===== src/rtl/fft_stage_sequencer_if.sv =====
// Bundle of FFT stage sequencer signals: controller handshake, ping-pong RAM strobes/addresses, twiddle index.
// The master side is the sequencer; the slave side is the controller / RAM / twiddle ROM.
interface fft_stage_sequencer_if #(
    parameter int N             = 32,
    parameter int address_width = $clog2(N),
    parameter int stage_width   = $clog2($clog2(N))
);
    logic                     start;
    logic                     busy;
    logic                     done;
    logic                     bank_select;
    logic                     read_en;
    logic [address_width-1:0] rd_address1;
    logic [address_width-1:0] rd_address2;
    logic                     wr_en;
    logic [address_width-1:0] wr_address1;
    logic [address_width-1:0] wr_address2;
    logic [address_width-2:0] twiddle_index;
    logic [stage_width-1:0]   stage;
    logic                     result_bank;

    modport master (
        input  start,
        output busy, done, bank_select, read_en, rd_address1, rd_address2,
               wr_en, wr_address1, wr_address2, twiddle_index, stage, result_bank
    );

    modport slave (
        output start,
        input  busy, done, bank_select, read_en, rd_address1, rd_address2,
               wr_en, wr_address1, wr_address2, twiddle_index, stage, result_bank
    );
endinterface


===== src/rtl/fft_stage_sequencer.sv =====
// In-place radix-2 DIT FFT stage sequencer: issues butterfly read pairs per stage, replays them as
// writes after the RAM + butterfly latency, and ping-pongs the banks between stages.
module fft_stage_sequencer #(
    parameter int N             = 32,
    parameter int address_width = $clog2(N),
    parameter int BF_LATENCY    = 3,
    parameter int RD_LATENCY    = 1
) (
    input  logic                  clk,
    input  logic                  reset,
    fft_stage_sequencer_if.master bus
);
    localparam int LOG2N = $clog2(N);
    localparam int SW    = $clog2(LOG2N);
    localparam int KW    = address_width - 1;
    localparam int D     = RD_LATENCY + BF_LATENCY;

    typedef logic [address_width-1:0] addr_t;
    typedef enum logic [2:0] {
        ST_IDLE  = 3'd0,
        ST_READ  = 3'd1,
        ST_DRAIN = 3'd2,
        ST_SWAP  = 3'd3,
        ST_DONE  = 3'd4
    } state_t;

    state_t          state_q, state_d;
    logic [KW-1:0]   k_q, k_d;
    logic [SW-1:0]   stage_q, stage_d;
    logic            busy_q, busy_d;
    logic            done_q, done_d;
    logic            bank_q, bank_d;
    logic            result_q, result_d;
    logic            read_en_q, read_en_d;
    addr_t           rd1_q, rd1_d;
    addr_t           rd2_q, rd2_d;
    logic [KW-1:0]   tw_q, tw_d;
    logic            pipe_v_q  [D];
    logic            pipe_v_d  [D];
    addr_t           pipe_a1_q [D];
    addr_t           pipe_a1_d [D];
    addr_t           pipe_a2_q [D];
    addr_t           pipe_a2_d [D];
    logic            pending_s;

    function automatic addr_t pair_lo(input logic [KW-1:0] k, input logic [SW-1:0] s);
        addr_t kx;
        addr_t pos_mask;
        kx       = {1'b0, k};
        pos_mask = (addr_t'(1'b1) << s) - addr_t'(1'b1);
        return ((kx >> s) << (32'(s) + 32'd1)) | (kx & pos_mask);
    endfunction

    function automatic logic [KW-1:0] twiddle_of(input logic [KW-1:0] k, input logic [SW-1:0] s);
        logic [KW-1:0] pos_mask;
        pos_mask = (KW'(1'b1) << s) - KW'(1'b1);
        return (k & pos_mask) << (LOG2N - 1 - 32'(s));
    endfunction

    // Next-state, counters and read-side outputs; the delay line shifts every cycle.
    always_comb begin
        state_d   = state_q;
        k_d       = k_q;
        stage_d   = stage_q;
        busy_d    = busy_q;
        done_d    = 1'b0;
        bank_d    = bank_q;
        result_d  = result_q;
        read_en_d = 1'b0;
        rd1_d     = rd1_q;
        rd2_d     = rd2_q;
        tw_d      = tw_q;

        pending_s = 1'b0;
        for (int i = 0; i < D - 1; i++) begin
            pending_s = pending_s | pipe_v_q[i];
        end

        pipe_v_d[0]  = read_en_q;
        pipe_a1_d[0] = rd1_q;
        pipe_a2_d[0] = rd2_q;
        for (int i = 1; i < D; i++) begin
            pipe_v_d[i]  = pipe_v_q[i-1];
            pipe_a1_d[i] = pipe_a1_q[i-1];
            pipe_a2_d[i] = pipe_a2_q[i-1];
        end

        case (state_q)
            ST_IDLE: begin
                if (bus.start) begin
                    state_d   = ST_READ;
                    busy_d    = 1'b1;
                    stage_d   = SW'(1'b0);
                    k_d       = KW'(1'b0);
                    bank_d    = 1'b0;
                    read_en_d = 1'b1;
                end else begin
                    state_d = ST_IDLE;
                end
            end
            ST_READ: begin
                if (k_q == KW'(N / 2 - 1)) begin
                    state_d = ST_DRAIN;
                end else begin
                    k_d       = k_q + KW'(1'b1);
                    read_en_d = 1'b1;
                end
            end
            // Leave once only the final write remains, so it lands in the last DRAIN cycle.
            ST_DRAIN: begin
                if (!pending_s) begin
                    state_d = ST_SWAP;
                end else begin
                    state_d = ST_DRAIN;
                end
            end
            ST_SWAP: begin
                bank_d = ~bank_q;
                if (stage_q == SW'(LOG2N - 1)) begin
                    state_d  = ST_DONE;
                    done_d   = 1'b1;
                    result_d = bank_q;
                end else begin
                    state_d   = ST_READ;
                    stage_d   = stage_q + SW'(1'b1);
                    k_d       = KW'(1'b0);
                    read_en_d = 1'b1;
                end
            end
            ST_DONE: begin
                busy_d  = 1'b0;
                state_d = ST_IDLE;
            end
            default: begin
                state_d = ST_IDLE;
            end
        endcase

        if (read_en_d) begin
            rd1_d = pair_lo(k_d, stage_d);
            rd2_d = rd1_d + (addr_t'(1'b1) << stage_d);
            tw_d  = twiddle_of(k_d, stage_d);
        end else begin
            rd1_d = rd1_q;
            rd2_d = rd2_q;
            tw_d  = tw_q;
        end
    end

    // State and output registers; async reset also flushes pending writes.
    always_ff @(posedge clk or negedge reset) begin
        if (!reset) begin
            state_q   <= ST_IDLE;
            k_q       <= KW'(1'b0);
            stage_q   <= SW'(1'b0);
            busy_q    <= 1'b0;
            done_q    <= 1'b0;
            bank_q    <= 1'b0;
            result_q  <= 1'b0;
            read_en_q <= 1'b0;
            rd1_q     <= addr_t'(1'b0);
            rd2_q     <= addr_t'(1'b0);
            tw_q      <= KW'(1'b0);
            for (int i = 0; i < D; i++) begin
                pipe_v_q[i]  <= 1'b0;
                pipe_a1_q[i] <= addr_t'(1'b0);
                pipe_a2_q[i] <= addr_t'(1'b0);
            end
        end else begin
            state_q   <= state_d;
            k_q       <= k_d;
            stage_q   <= stage_d;
            busy_q    <= busy_d;
            done_q    <= done_d;
            bank_q    <= bank_d;
            result_q  <= result_d;
            read_en_q <= read_en_d;
            rd1_q     <= rd1_d;
            rd2_q     <= rd2_d;
            tw_q      <= tw_d;
            for (int i = 0; i < D; i++) begin
                pipe_v_q[i]  <= pipe_v_d[i];
                pipe_a1_q[i] <= pipe_a1_d[i];
                pipe_a2_q[i] <= pipe_a2_d[i];
            end
        end
    end

    assign bus.busy          = busy_q;
    assign bus.done          = done_q;
    assign bus.bank_select   = bank_q;
    assign bus.read_en       = read_en_q;
    assign bus.rd_address1   = rd1_q;
    assign bus.rd_address2   = rd2_q;
    assign bus.twiddle_index = tw_q;
    assign bus.stage         = stage_q;
    assign bus.result_bank   = result_q;
    assign bus.wr_en         = pipe_v_q[D-1];
    assign bus.wr_address1   = pipe_a1_q[D-1];
    assign bus.wr_address2   = pipe_a2_q[D-1];
endmodule


===== src/flat_wrapper.sv =====
// flat-port wrapper written by rule: the top's interface ports become plain ports
module fft_stage_sequencer_flat 
#(
    parameter int N             = 32,
    parameter int address_width = $clog2(N),
    parameter int BF_LATENCY    = 3,
    parameter int RD_LATENCY    = 1
)
  (clk, reset, bus_start, bus_busy, bus_done, bus_bank_select, bus_read_en, bus_rd_address1, bus_rd_address2, bus_wr_en, bus_wr_address1, bus_wr_address2, bus_twiddle_index, bus_stage, bus_result_bank);
  fft_stage_sequencer_if #(.N(N), .address_width(address_width)) bus_i ();
  input  logic clk;
  input  logic reset;
  input wire logic [$bits(bus_i.start)-1:0] bus_start;
  output wire logic [$bits(bus_i.busy)-1:0] bus_busy;
  output wire logic [$bits(bus_i.done)-1:0] bus_done;
  output wire logic [$bits(bus_i.bank_select)-1:0] bus_bank_select;
  output wire logic [$bits(bus_i.read_en)-1:0] bus_read_en;
  output wire logic [$bits(bus_i.rd_address1)-1:0] bus_rd_address1;
  output wire logic [$bits(bus_i.rd_address2)-1:0] bus_rd_address2;
  output wire logic [$bits(bus_i.wr_en)-1:0] bus_wr_en;
  output wire logic [$bits(bus_i.wr_address1)-1:0] bus_wr_address1;
  output wire logic [$bits(bus_i.wr_address2)-1:0] bus_wr_address2;
  output wire logic [$bits(bus_i.twiddle_index)-1:0] bus_twiddle_index;
  output wire logic [$bits(bus_i.stage)-1:0] bus_stage;
  output wire logic [$bits(bus_i.result_bank)-1:0] bus_result_bank;
  assign bus_i.start = bus_start;
  assign bus_busy = bus_i.busy;
  assign bus_done = bus_i.done;
  assign bus_bank_select = bus_i.bank_select;
  assign bus_read_en = bus_i.read_en;
  assign bus_rd_address1 = bus_i.rd_address1;
  assign bus_rd_address2 = bus_i.rd_address2;
  assign bus_wr_en = bus_i.wr_en;
  assign bus_wr_address1 = bus_i.wr_address1;
  assign bus_wr_address2 = bus_i.wr_address2;
  assign bus_twiddle_index = bus_i.twiddle_index;
  assign bus_stage = bus_i.stage;
  assign bus_result_bank = bus_i.result_bank;
  fft_stage_sequencer #(.N(N), .address_width(address_width), .BF_LATENCY(BF_LATENCY), .RD_LATENCY(RD_LATENCY)) u_core (.clk(clk), .reset(reset), .bus(bus_i));
endmodule

===== config.mk =====
export PLATFORM = sky130hd
export DESIGN_NAME = fft_stage_sequencer_flat
export DESIGN_NICKNAME = d
export VERILOG_FILES = /design/src/rtl/fft_stage_sequencer_if.sv /design/src/rtl/fft_stage_sequencer.sv /design/src/flat_wrapper.sv
export SDC_FILE = /design/constraint.sdc
export NUM_CORES = 1
export LEC_CHECK = 0
export ABC_CLOCK_PERIOD_IN_PS = 4200
export CAP_MARGIN = 30
export CORE_MARGIN = 4
export CORE_UTILIZATION = 35
export CTS_CLUSTER_DIAMETER = 200
export DETAILED_ROUTE_END_ITERATION = 12
export GPL_TIMING_DRIVEN = 1
export MAX_ROUTING_LAYER = met4
export SYNTH_ARGS = -nofsm -noshare
export SYNTH_HDL_FRONTEND = slang
export SYNTH_SLANG_ARGS = --single-unit

===== constraint.sdc =====
create_clock -name clk -period 4.2 [get_ports clk]
set_clock_uncertainty 0.05 [all_clocks]
set_input_delay 0.84 -clock clk [delete_from_list [all_inputs] [get_ports clk]]
set_output_delay 0.84 -clock clk [all_outputs]
set_load 0.01 [all_outputs]

==> results of run 1 <==
## Yosys cell counts, drive strengths merged (4+ instances only)
master / instances
dfrtp: 73
nand2: 28
ha: 15
o21ai: 14
a21oi: 13
buf: 12
inv: 12
nor2: 11
mux2: 6
nand3: 5
xnor2: 5
and3: 4
clkbuf: 4
nand2b: 4
or3: 4
## flip-flops by register name, summed over array words and instances, names as in the netlist
| name | count |
|---|---|
| u_core.bus.wr_address1 | 5 |
| u_core.bus.result_bank | 1 |
| u_core.bus.busy | 1 |
| u_core.pipe_a1_d | 15 |
| u_core.bus.done | 1 |
| u_core.k_q | 4 |
| u_core.bus.twiddle_index | 4 |
| u_core.bus.read_en | 1 |
| u_core.pipe_v_d | 3 |
| u_core.bus.rd_address1 | 5 |
| u_core.bus.bank_select | 1 |
| u_core.state_q | 3 |
| u_core.pipe_a2_d | 15 |
| u_core.bus.rd_address2 | 5 |
| u_core.bus.wr_en | 1 |
| u_core.bus.stage | 3 |
| u_core.bus.wr_address2 | 5 |
## through the flow
stage | hold WS [ns] | area (µm²) | power, µW | std cells | utilization
final | 0.298 | 4070 | 4240 | 447 | 0.467
after global routing | 0.302 | 4070 | 4590 | 447 | 0.467
after CTS | 0.300 | 4030 | 4190 | 445 | 0.462
after detailed placement | 0.286 | 3780 | 3520 | 429 | 0.434
after floorplan | 0.281 | 3130 | 2520 | 266 | -
after global placement | 0.282 | 3780 | 3480 | 429 | 0.434
## what timing repair did
action,CTS,global route
resized for setup,1,6
pin swaps,0,3
endpoints found under the setup margin,1,2
hold endpoints to repair,0,0
buffers inserted,0,2
## cells in the final DEF (no fill, tap or decap), types with 4 or more instances in the layout
cell | synthesis | layout
clkdlybuf4s50_1 | 0 | 34
nand2_1 | 28 | 28
o21ai_0 | 11 | 10
clkbuf_8 | 0 | 9
mux2_2 | 6 | 6
nor2_1 | 11 | 11
ha_1 | 15 | 14
dfrtp_1 | 73 | 73
buf_4 | 10 | 38
xnor2_1 | 5 | 5
and3_1 | 4 | 4
nand3_1 | 5 | 5
inv_1 | 10 | 10
a21oi_1 | 13 | 13
## critical path, cell delays in order
cell	delay, ns
clkdlybuf4s50_1	0.50
or4b_4	0.49
o2111ai_2	0.16
inv_4	0.07
ha_1	0.20
ha_1	0.32
o211ai_1	0.18
buf_4	0.18
buf_4	0.10
o21ai_2	0.07
fa_1	0.42
a21o_1	0.17
a21oi_1	0.16
xnor2_1	0.15
xnor2_1	0.14
o21ai_1	0.07
## logic make-up after synthesis
family,after synthesis
compound gates,58
mux,7
fa+ha+maj,16
xor+xnor,8
simple gates,76
flops,73
buf+inv,28
## layer usage
| layer | wire length (µm) | part of all wire | up-vias | global-route usage |
|---|---|---|---|---|
| met1 | 2850 | 0.45 | 1038 | 0.154 |
| met3 | 262 | 0.042 | 18 | 0.0399 |
| met5 | 0 | 0 | - | - |
| li1 | - | - | 1063 | - |
| met2 | 2990 | 0.47 | 42 | 0.206 |
| met4 | 202 | 0.032 | 0 | 0.0616 |
## power breakdown
part,total [µW],internal (µW),switching (µW)
Clock,654,398,256
Combinational,2400,1280,1130
Sequential,1180,1010,167
Total,4240,2690,1550
## cell type report
class | count | area (µm²)
fillers | 786 | 4650
multi-input cells | 165 | 1190
clock buffers | 10 | 128
clock inverters | 6 | 113
inverters | 12 | 47.5
flip-flops and latches | 73 | 1830
well taps | 108 | 135
repair buffers | 73 | 631
## worst max path at each step
| stage | endpoint | slack (ns) | cells past startpoint |
|---|---|---|---|
| finish | u_core.bus.rd_address2[4] | 0.14 | 16 |
| global route | u_core.bus.rd_address2[4] | -0.05 | 16 |
| CTS | u_core.bus.rd_address2[4] | 0.07 | 17 |
| detailed placement | u_core.bus.rd_address2[4] | -0.37 | 17 |
| global placement | u_core.bus.rd_address2[4] | -0.29 | 17 |
| floorplan | u_core.bus.rd_address2[4] | 0.15 | 17 |
==> reports/results.ini, run 1 <==
[critical_path]
cp_max_fo = 4
crit_required_ns = 4.36
crit_arrival_ns = 4.22
reg2reg_depth = 19
end_kind = flip-flop
worst_setup_path_start_kind = input pin
worstSetupStartpoint = bus_start
r2r_slack_ns = 0.25
reg2reg_from = u_core.bus.stage[0]
r2r-end = u_core.bus.rd_address2[4]
critPathKind = input pin to flip-flop

[clocking]
cts-root-buf = clkbuf_8
clockBufferDepth = 2
cts_tree = built
numCtsBuffers = 9
cts_hold_buf = 0
htree_num_levels = 3
clkLatencyLatePin_ns = 0.34
clkTransAtPathRegs_ns = 0.08
cts.sinks = 73

[finish]
area_growth_pct = 30.0
nets = 353
antenna-diode-count = 0
drive_gt1_frac = 0.224

[run_status]
status = completed

[floorplanning]
io_pins = 36
fp.coreArea_um2 = 8720
die-height_um = 103
initial_utilization = 0.359
fp.dieArea_um2 = 10500
fp-row-count = 34
fp.dieW_um = 103

[logic_synthesis]
synth-seq-area-share = 0.583
synth-warning-count = 0
syn_area_per_cell_um2 = 11.8
synthArstFlopShare = 1.00
synthTopCellsByArea = dfrtp_1 (58%), ha_1 (6.0%), nand2_1 (3.4%)
syn_nets = 285
ys.flop_type = dfrtp_1
synth.area.mux_share = 0.0248
synthCells = 266
synthAdderAreaFrac = 0.0663
synth_xor_area_frac = 0.0224
synth_top_area_frac = 0.583
yosys.area.top_type = dfrtp_1
synth_compound_area_frac = 0.127
synth_area_um2 = 3130
ys_ff_latch = 73
synth_edf_count = 0
synth_top_family_by_area = simple AND/OR/NAND/NOR gates
synth_simple_gate_area_frac = 0.129
ys_types = 58

[timing]
post-route-period-util = 0.966
hold_viol = 0
max_slew.worst_pin.slew_ns = 0.612
setup_ws_ns = 0.142
setup_violations = 0
fin_crit_ns = 4.06
max_slew_margin = 0.592
finalMaxSlewViolations = 0
fmax_mhz = 246
setup_tns_ns = 0

[routing]
ant_nets = 0
dr.first_iter.drc_count = 62
post_drt_via_cell_ratio = 4.83
wl_per_cell_um = 14.1
firstDrtPassIters = 4
drt_wl_total_um = 6300
drc = 0
vias = 2161

[global_route]
grt_start_max_net_pins = 48
grt_pass1_vias = 2143
grt_usage = 0.131
grt_pass1_wl_um = 10200
grt_antenna_before_repair = 0
grt-ovfl-total = 0

[power]
power.density_nw_per_um2 = 1040
ir_worst_vdd_mv = 0.345
p_leak_uw = 0.00189

[hold_path]
hp-class = flip-flop to flip-flop
hold_depth = 0
min_to = u_core.pipe_a2_d[4]
min-delay-start = u_core.pipe_a2_d[9]

[placement]
preCtsSetupSlack_ns = -0.369
place_congestion = 0.939
post-dp-hpwl_um = 4670
port_buffers = 35

[run]
maxCapViolCount = 0

Power figures use the tool's default switching activity.
==> inputs of run 2 (changes only) <==
==> constraint.sdc (replaced) <==
create_clock -name clk -period 4.2 [get_ports clk]
set_clock_uncertainty 0.05 [all_clocks]
set_input_delay 0.42 -clock clk [delete_from_list [all_inputs] [get_ports clk]]
set_output_delay 0.42 -clock clk [all_outputs]
set_load 0.01 [all_outputs]
==> run 2 against run 1 <==
Against the previous run:
- sequential power hardly changed
- hold slack worse by 0.0069 ns
- register-to-register slack better by 0.06 ns
- fmax is 4.3% higher
- critical path type is now flip-flop to flip-flop
==> reports/results.ini, run 2 (synthesized netlist as in run 1, its figures left out) <==
[critical_path]
crit_chain = and4b_1, mux2_2, nand2_1, ha_1, o211ai_1, o32ai_1, ha_1, fa_1, a21o_1, a21oi_1, xnor2_1, xnor2_1, o21ai_1
worst_setup_path_start_kind = flip-flop
slowest_delay_ns = 0.64
critPathKind = flip-flop to flip-flop
cp_max_fo = 17
end_kind = flip-flop
r2r_slack_ns = 0.31
crit_path_top_delay_cell = dfrtp_1
crit_arrival_ns = 4.06
cp_top_family = adder cells
crit_required_ns = 4.37
path_buf_inv = 0

[clocking]
clkLatencyLatePin_ns = 0.34
cts_tree = built
htree_num_levels = 3
cts-root-buf = clkbuf_8
numCtsBuffers = 9
cts.sinks = 73
cts_hold_buf = 1
clkTransAtPathRegs_ns = 0.08
post_cts.repair.setup_buffers = 0
clockBufferDepth = 2
cts_resized = 0

[floorplanning]
fp.coreArea_um2 = 8720
fp.dieW_um = 103
fp.dieArea_um2 = 10500
io_pins = 36
die-height_um = 103
initial_utilization = 0.359
fp-row-count = 34

[finish]
area_growth_pct = 24.1
final_common_cell = dfrtp_1
drive_gt1_frac = 0.170
seqCellArea_um2 = 1830
nets = 337
layout.cells.most_common_list = dfrtp_1 (73), clkdlybuf4s50_1 (34), nand2_1 (28)
antenna-diode-count = 0
fill_cells = 808
multi_input_area_um2 = 1160

[power]
power.density_nw_per_um2 = 984
ir_worst_vdd_mv = 0.298
p_clk_frac = 0.140
power_frac_seq = 0.305
p_int_uw = 2340
p_leak_uw = 0.00178
p_sw_frac = 0.388
pwr-share-comb = 0.555
power.switching_uw = 1480

[routing]
ant_nets = 0
drt_wl_total_um = 6440
post_drt_via_cell_ratio = 4.93
firstDrtPassIters = 5
drc = 0
dr.first_iter.drc_count = 108
wl_per_cell_um = 14.9
vias = 2126

[placement]
preCtsSetupSlack_ns = 0.0597
post-dp-hpwl_um = 4740
place_congestion = 0.914
port_buffers = 35

[timing]
setup_ws_ns = 0.309
max_slew.worst_pin.slew_ns = 0.532
fin_hold_ws_ns = 0.291
fin_crit_ns = 3.89
post-route-period-util = 0.926
fmax_mhz = 257
hold_viol = 0
max_slew_margin = 0.640
finalMaxSlewViolations = 0
setup_violations = 0
setup_tns_ns = 0
rsz0062_at_grt = false

[global_route]
grt-ovfl-total = 0
grt_pass1_vias = 2104
grt_usage = 0.136
grt.met2_usage = 0.211
met3_usage = 0.0332
grt_start_max_net_pins = 30
grt_pass1_wl_um = 10700
top_usage_layer = met2
grt.met1_usage = 0.171
grt_antenna_before_repair = 0

[hold_path]
hp-class = flip-flop to flip-flop

[run_status]
status = completed

[run]
maxCapViolCount = 0

-- run 2: layer usage --
metal	routed length [µm]	up-vias
met5	0	-
met4	113	0
met3	264	10
met2	3090	49
met1	2970	1031
li1	-	1036
-- run 2: through the flow --
step	std cells	total power, µW	util	cell area, µm²
global placement	413	3280	0.420	3660
floorplan	266	2520	-	3130
global route	431	4150	0.446	3890
CTS	431	3870	0.446	3890
detailed placement	414	3300	0.422	3680
finish	431	3820	0.446	3890
-- run 2: layout make-up --
| cell class | count | area share |
|---|---|---|
| Inverter | 12 | 0.0122 |
| Clock inverter | 7 | 0.0180 |
| Timing Repair Buffer | 57 | 0.135 |
| Tap cell | 108 | 0.0348 |
| Multi-Input combinational cell | 165 | 0.298 |
| Clock buffer | 9 | 0.0319 |
| Sequential cell | 73 | 0.470 |
-- run 2: worst register-to-register path, stage by stage, from the launching register on --
cell	delay (ns)
dfrtp_1	0.64
and4b_1	0.40
mux2_2	0.38
nand2_1	0.27
ha_1	0.32
o211ai_1	0.18
o32ai_1	0.18
ha_1	0.25
fa_1	0.41
a21o_1	0.17
a21oi_1	0.16
xnor2_1	0.15
xnor2_1	0.13
o21ai_1	0.07
-- run 2: path summary, 6_finish.rpt --
kind,end,start,cells after the start
max reg2reg,u_core.bus.rd_address2[4],u_core.state_q[0],13
max in group asynchronous,u_core.bus.twiddle_index[2],reset,4
max,u_core.bus.rd_address2[4],u_core.state_q[0],13
min in group asynchronous,u_core.bus.stage[1],reset,2
min,u_core.pipe_a2_d[1],u_core.pipe_a2_d[6],0
min reg2reg,u_core.pipe_a2_d[1],u_core.pipe_a2_d[6],0
-- run 2: power by group through the flow --
| stage | clock (µW) | combinational (µW) | sequential [µW] |
|---|---|---|---|
| floorplan | 0 | 1350 | 1170 |
| global placement | 0 | 2110 | 1170 |
| detailed placement | 0 | 2120 | 1190 |
| CTS | 559 | 2140 | 1170 |
| global route | 587 | 2350 | 1210 |
| finish | 535 | 2120 | 1160 |
